File: config.mk
export PLATFORM = sky130hd
export DESIGN_NAME = control_seq
export DESIGN_NICKNAME = d
export VERILOG_FILES = /design/src/rtl/control_seq_pkg.sv /design/src/rtl/control_seq_step_decoder.sv /design/src/rtl/control_seq.sv
export SDC_FILE = /design/constraint.sdc
export NUM_CORES = 1
export LEC_CHECK = 0
export ABC_AREA = 1
export CORE_MARGIN = 2
export CORE_UTILIZATION = 45
export DETAILED_ROUTE_END_ITERATION = 6
export GPL_ROUTABILITY_DRIVEN = 0
export PLACE_DENSITY = 0.81
export SLEW_MARGIN = 20
export SYNTH_ARGS = -nofsm -noshare
export SYNTH_HDL_FRONTEND = slang
export SYNTH_SLANG_ARGS = --single-unit
File: constraint.sdc
create_clock -name clk_i -period 2.7 [get_ports clk_i]
set_clock_uncertainty 0.15 [all_clocks]
set_input_delay 0.675 -clock clk_i [delete_from_list [all_inputs] [get_ports clk_i]]
set_output_delay 0.675 -clock clk_i [all_outputs]
set_load 0.02 [all_outputs]
File: src/rtl/control_seq_pkg.sv
// control_seq_pkg: shared state encoding and step-index width helper for the T-state sequencer.
package control_seq_pkg;
    typedef enum logic {ST_RUN, ST_HALTED} state_e;
    function automatic int step_w(input int n);
        return (n > 2) ? $clog2(n) : 1;
    endfunction
endpackage

File: src/rtl/control_seq_step_decoder.sv
// step_decoder: binary step index to one-hot T-state lines, all low when disabled.
module step_decoder #(
    parameter int N = 6,
    parameter int W = 3
) (
    input  logic [W-1:0] step_i,
    input  logic         en_i,
    output logic [N-1:0] s_o
);
    always_comb s_o = en_i ? ({{(N-1){1'b0}}, 1'b1} << step_i) : '0;
endmodule

File: src/rtl/control_seq.sv
// control_seq: parametrised T-state ring with early end, stall, sticky halt and retired count.
module control_seq
    import control_seq_pkg::*;
#(
    parameter int NUM_STEPS = 6,
    parameter int MIN_STEP  = 3,
    parameter int CNT_W     = 8
) (
    input  logic                           clk_i,
    input  logic                           reset_i,
    input  logic                           clr_i,
    input  logic                           en_i,
    input  logic                           end_cycle_i,
    input  logic                           halt_i,
    output logic [NUM_STEPS-1:0]           s_o,
    output logic [step_w(NUM_STEPS)-1:0]   step_o,
    output logic                           cycle_done_o,
    output logic                           halted_o,
    output logic [CNT_W-1:0]               instr_cnt_o
);
    localparam int SW = step_w(NUM_STEPS);

    state_e           state_q, state_d;
    logic [SW-1:0]    step_q, step_d;
    logic [CNT_W-1:0] cnt_q, cnt_d;
    logic             run, wrap;

    always_comb begin
        run          = state_q == ST_RUN;
        wrap         = (step_q == SW'(NUM_STEPS - 1)) || (end_cycle_i && step_q >= SW'(MIN_STEP));
        cycle_done_o = run && en_i && !halt_i && !clr_i && wrap;
        state_d      = state_q;
        step_d       = step_q;
        cnt_d        = cnt_q;
        if (clr_i) begin
            state_d = ST_RUN;
            step_d  = '0;
            cnt_d   = '0;
        end else if (run && halt_i) begin
            state_d = ST_HALTED;
            step_d  = '0;
        end else if (run && en_i) begin
            step_d = cycle_done_o ? '0 : step_q + 1'b1;
            cnt_d  = cnt_q + CNT_W'(cycle_done_o);
        end
    end

    always_ff @(posedge clk_i or posedge reset_i) begin
        if (reset_i) begin
            state_q <= ST_RUN;
            step_q  <= '0;
            cnt_q   <= '0;
        end else begin
            state_q <= state_d;
            step_q  <= step_d;
            cnt_q   <= cnt_d;
        end
    end

    step_decoder #(.N(NUM_STEPS), .W(SW)) u_dec (
        .step_i (step_q),
        .en_i   (run),
        .s_o    (s_o)
    );

    assign step_o      = step_q;
    assign halted_o    = state_q == ST_HALTED;
    assign instr_cnt_o = cnt_q;
endmodule

==> flow_metrics.py <==
metrics = {
    "clock_tree": {
        "root_buffer": "clkbuf_4",
        "cts_sinks": 12,
        "clkTransAtPathRegs_ns": 0.07,
        "clockBufferDepth": 2,
        "insertion_delay_ns": 0.27,
        "postCtsSetupRepairBufs": 0,
        "cts_buffers": 3,
        "htreeDepth": 1,
        "cts_tree": "done",
    },
    "sta": {
        "rsz0062_at_grt": "yes",
        "finalHoldViolCount": 0,
        "setup_tns_ns": 0,
        "setup_viol": 0,
        "slew_headroom": 0.691,
        "period_needed_ns": 2.63,
        "min_period_over_period": 0.973,
        "max_freq_mhz": 381,
        "tightest_slew_ns": 0.463,
        "final_max_slew_viol_count": 0,
    },
    "drt": {
        "routed_wirelength_um": 1740,
        "drc": 0,
        "drt_iter0_drc": 8,
        "wire_per_inst_um": 10.1,
        "vias": 790,
        "drt-pass1-iter-count": 4,
        "drtAntennaViolNets": 0,
        "detail_route.vias_per_cell": 4.57,
    },
    "worst_setup_path": {
        "cp_max_fo": 2,
        "worstSetupStartpoint": "halt_i",
        "reg2reg_from": "step_o[1]",
        "endpoint_kind": "output pin",
        "cp-start-kind": "input pin",
        "cp.required_ns": 1.88,
        "cp.arrival_ns": 1.80,
        "crit_type": "in -> out",
    },
    "finish": {
        "fin_nets": 162,
        "layout.cells.non_filler": 173,
        "area_delta_synth_final_pct": 44.5,
        "drive_gt1_frac": 0.169,
        "antenna_cells": 0,
    },
    "yosys": {
        "syn-cell-area_um2": 825,
        "yosysSeqAreaShare": 0.364,
        "synth_top_family_by_area": "simple AND/OR/NAND/NOR gates",
        "syn_inst": 111,
        "synth_fp_nets": 124,
        "synth.area.mux_share": 0,
        "yosysWarnings": 0,
        "ys_types": 21,
        "yosys.area_share.adder": 0.106,
        "syn_avg_cell_area_um2": 7.43,
        "synth_compound_area_frac": 0.0470,
        "ys_ff_latch": 12,
        "synth-simple-area-share": 0.376,
        "synth-xor-area-share": 0,
    },
    "outcome": {
        "status": "finished clean",
    },
    "die": {
        "dieArea_mm2": 0.00219,
        "start_util": 0.478,
        "rows": 15,
        "coreArea_mm2": 0.00173,
        "die_height_um": 46.8,
        "io_pins": 25,
        "die_w_um": 46.8,
    },
    "global_routing": {
        "gr-usage-all-layers": 0.194,
        "first_global_vias": 718,
        "grt_max_degree": 13,
        "grt_first_pass_wirelength_um": 3020,
        "antenna_found_initial": 0,
        "grt_overflow": 0,
    },
    "placement": {
        "dpl.hpwl_um": 1440,
        "portBuffers": 24,
        "dp.cells": 169,
    },
    "power": {
        "p_leak_nw": 0.624,
        "peakVddDrop_mv": 0.245,
        "power_density_mw_per_mm2": 416,
    },
    "worst_hold_path": {
        "hold_class": "reg -> reg",
        "holdCritStartpoint": "instr_cnt_o[0]",
    },
    "run": {
        "max_cap_violations": 0,
    },
}
==> timing repair <==
item	in CTS	in global routing
resized for setup	8	1
hold endpoints to repair	0	0
endpoints found under the setup margin	3	2
gates cloned	0	0
hold buffers	0	0
==> Yosys cell counts <==
library cell | instances | area share
nand2_1 | 34 | 0.15
inv_1 | 17 | 0.077
nor2_1 | 16 | 0.073
dfrtp_1 | 12 | 0.36
ha_1 | 7 | 0.11
nand3_1 | 6 | 0.036
nand4_1 | 2 | 0.015
nor2_4 | 2 | 0.027
nor3_1 | 2 | 0.012
o21ai_2 | 2 | 0.021
a21boi_0 | 1 | 0.0091
a21oi_1 | 1 | 0.0061
a21oi_2 | 1 | 0.011
and3_1 | 1 | 0.0076
buf_6 | 1 | 0.014
inv_2 | 1 | 0.0045
inv_6 | 1 | 0.011
nand2_2 | 1 | 0.0076
nand3_2 | 1 | 0.012
nand3_4 | 1 | 0.021
nor3b_1 | 1 | 0.0091
==> metrics by stage <==
stage / utilization / hold slack (ns) / total power [mW] / cell area (µm²) / worst slack (ns)
3_3_place_gp: 0.672 / 0.349 / 0.361 / 1160 / -0.429
2_1_floorplan: - / 0.390 / 0.289 / 825 / 0.0519
6_report: 0.690 / 0.375 / 0.495 / 1190 / 0.0729
4_1_cts: 0.688 / 0.378 / 0.503 / 1190 / 0.0360
3_5_place_dp: 0.672 / 0.357 / 0.365 / 1160 / -0.459
5_1_grt: 0.690 / 0.403 / 0.536 / 1190 / -0.00629
==> state kept, by name, indices dropped and copies added, names as in the netlist <==
| signal | flops |
|---|---|
| step_o | 3 |
| instr_cnt_o | 8 |
| halted_o | 1 |
==> cell families after synthesis <==
logic type	count (synthesis)
adder cells (fa/ha/maj)	7
AO/OA/AOI/OAI	5
buffers and inverters	20
flip-flops	12
AND/OR/NAND/NOR	67
==> critical path, cell delays in order <==
cell             delay [ns]
clkdlybuf4s50_1        0.42
inv_1                  0.11
nand3_4                0.09
nor2_4                 0.09
a21boi_1               0.21
buf_2                  0.20
==> routing by layer <==
metal | wire, µm | up-vias | part of all wire | GRT usage
li1 | - | 417 | - | -
met1 | 818 | 359 | 0.47 | 0.258
met2 | 848 | 14 | 0.49 | 0.315
met3 | 75 | 0 | 0.043 | 0.0615
met4 | 0 | 0 | 0 | 0.0333
met5 | 0 | - | 0 | 0
==> layout make-up <==
class                           count  area (µm²)
Clock buffer                        4        36.3
Fill cell                         167         536
Inverter                           19        76.3
Multi-Input combinational cell     79         437
Sequential cell                    12         300
Tap cell                           25        31.3
Timing Repair Buffer               34         310
==> report_power, final <==
part	total (mW)	switching (mW)	internal, mW
Combinational	0.161	0.0895	0.0714
Sequential	0.194	0.00575	0.188
Clock	0.141	0.0587	0.0820
Total	0.495	0.154	0.341
==> worst paths after layout <==
| kind | to | slack [ns] | depth (start not counted) |
|---|---|---|---|
| worst max-delay path | cycle_done_o | 0.07 | 6 |
| worst min-delay path | instr_cnt_o[0] | 0.38 | 2 |
| worst min register to register | instr_cnt_o[0] | 0.38 | 2 |
| max in group asynchronous | instr_cnt_o[5] | 1.53 | 2 |
| min in group asynchronous | step_o[2] | 0.55 | 2 |
| worst max register to register | instr_cnt_o[4] | 0.52 | 13 |
==> cells in the final DEF, fill, tap and decap left out <==
cell             netlist  final
nand2_2                1      1
a21boi_1               0      1
dlymetal6s2s_1         0      1
clkbuf_4               0      3
nand2_1               34     34
inv_6                  1      1
a21oi_2                1      1
buf_4                  0     10
nand3_1                6      6
nor3b_1                1      1
nor2_4                 2      2
dlygate4sd2_1          0      2
o21ai_2                2      2
nand4_1                2      2
a21oi_1                1      1
clkdlybuf4s50_1        0     20
and3_1                 1      1
ha_1                   7      7
dfrtp_1               12     12
nor2_1                16     16
clkbuf_8               0      1
nor3_1                 2      2
nand3_2                1      1
inv_2                  1      1
inv_1                 17     17
buf_2                  0      1
nand3_4                1      1
Power figures use the tool's default switching activity.
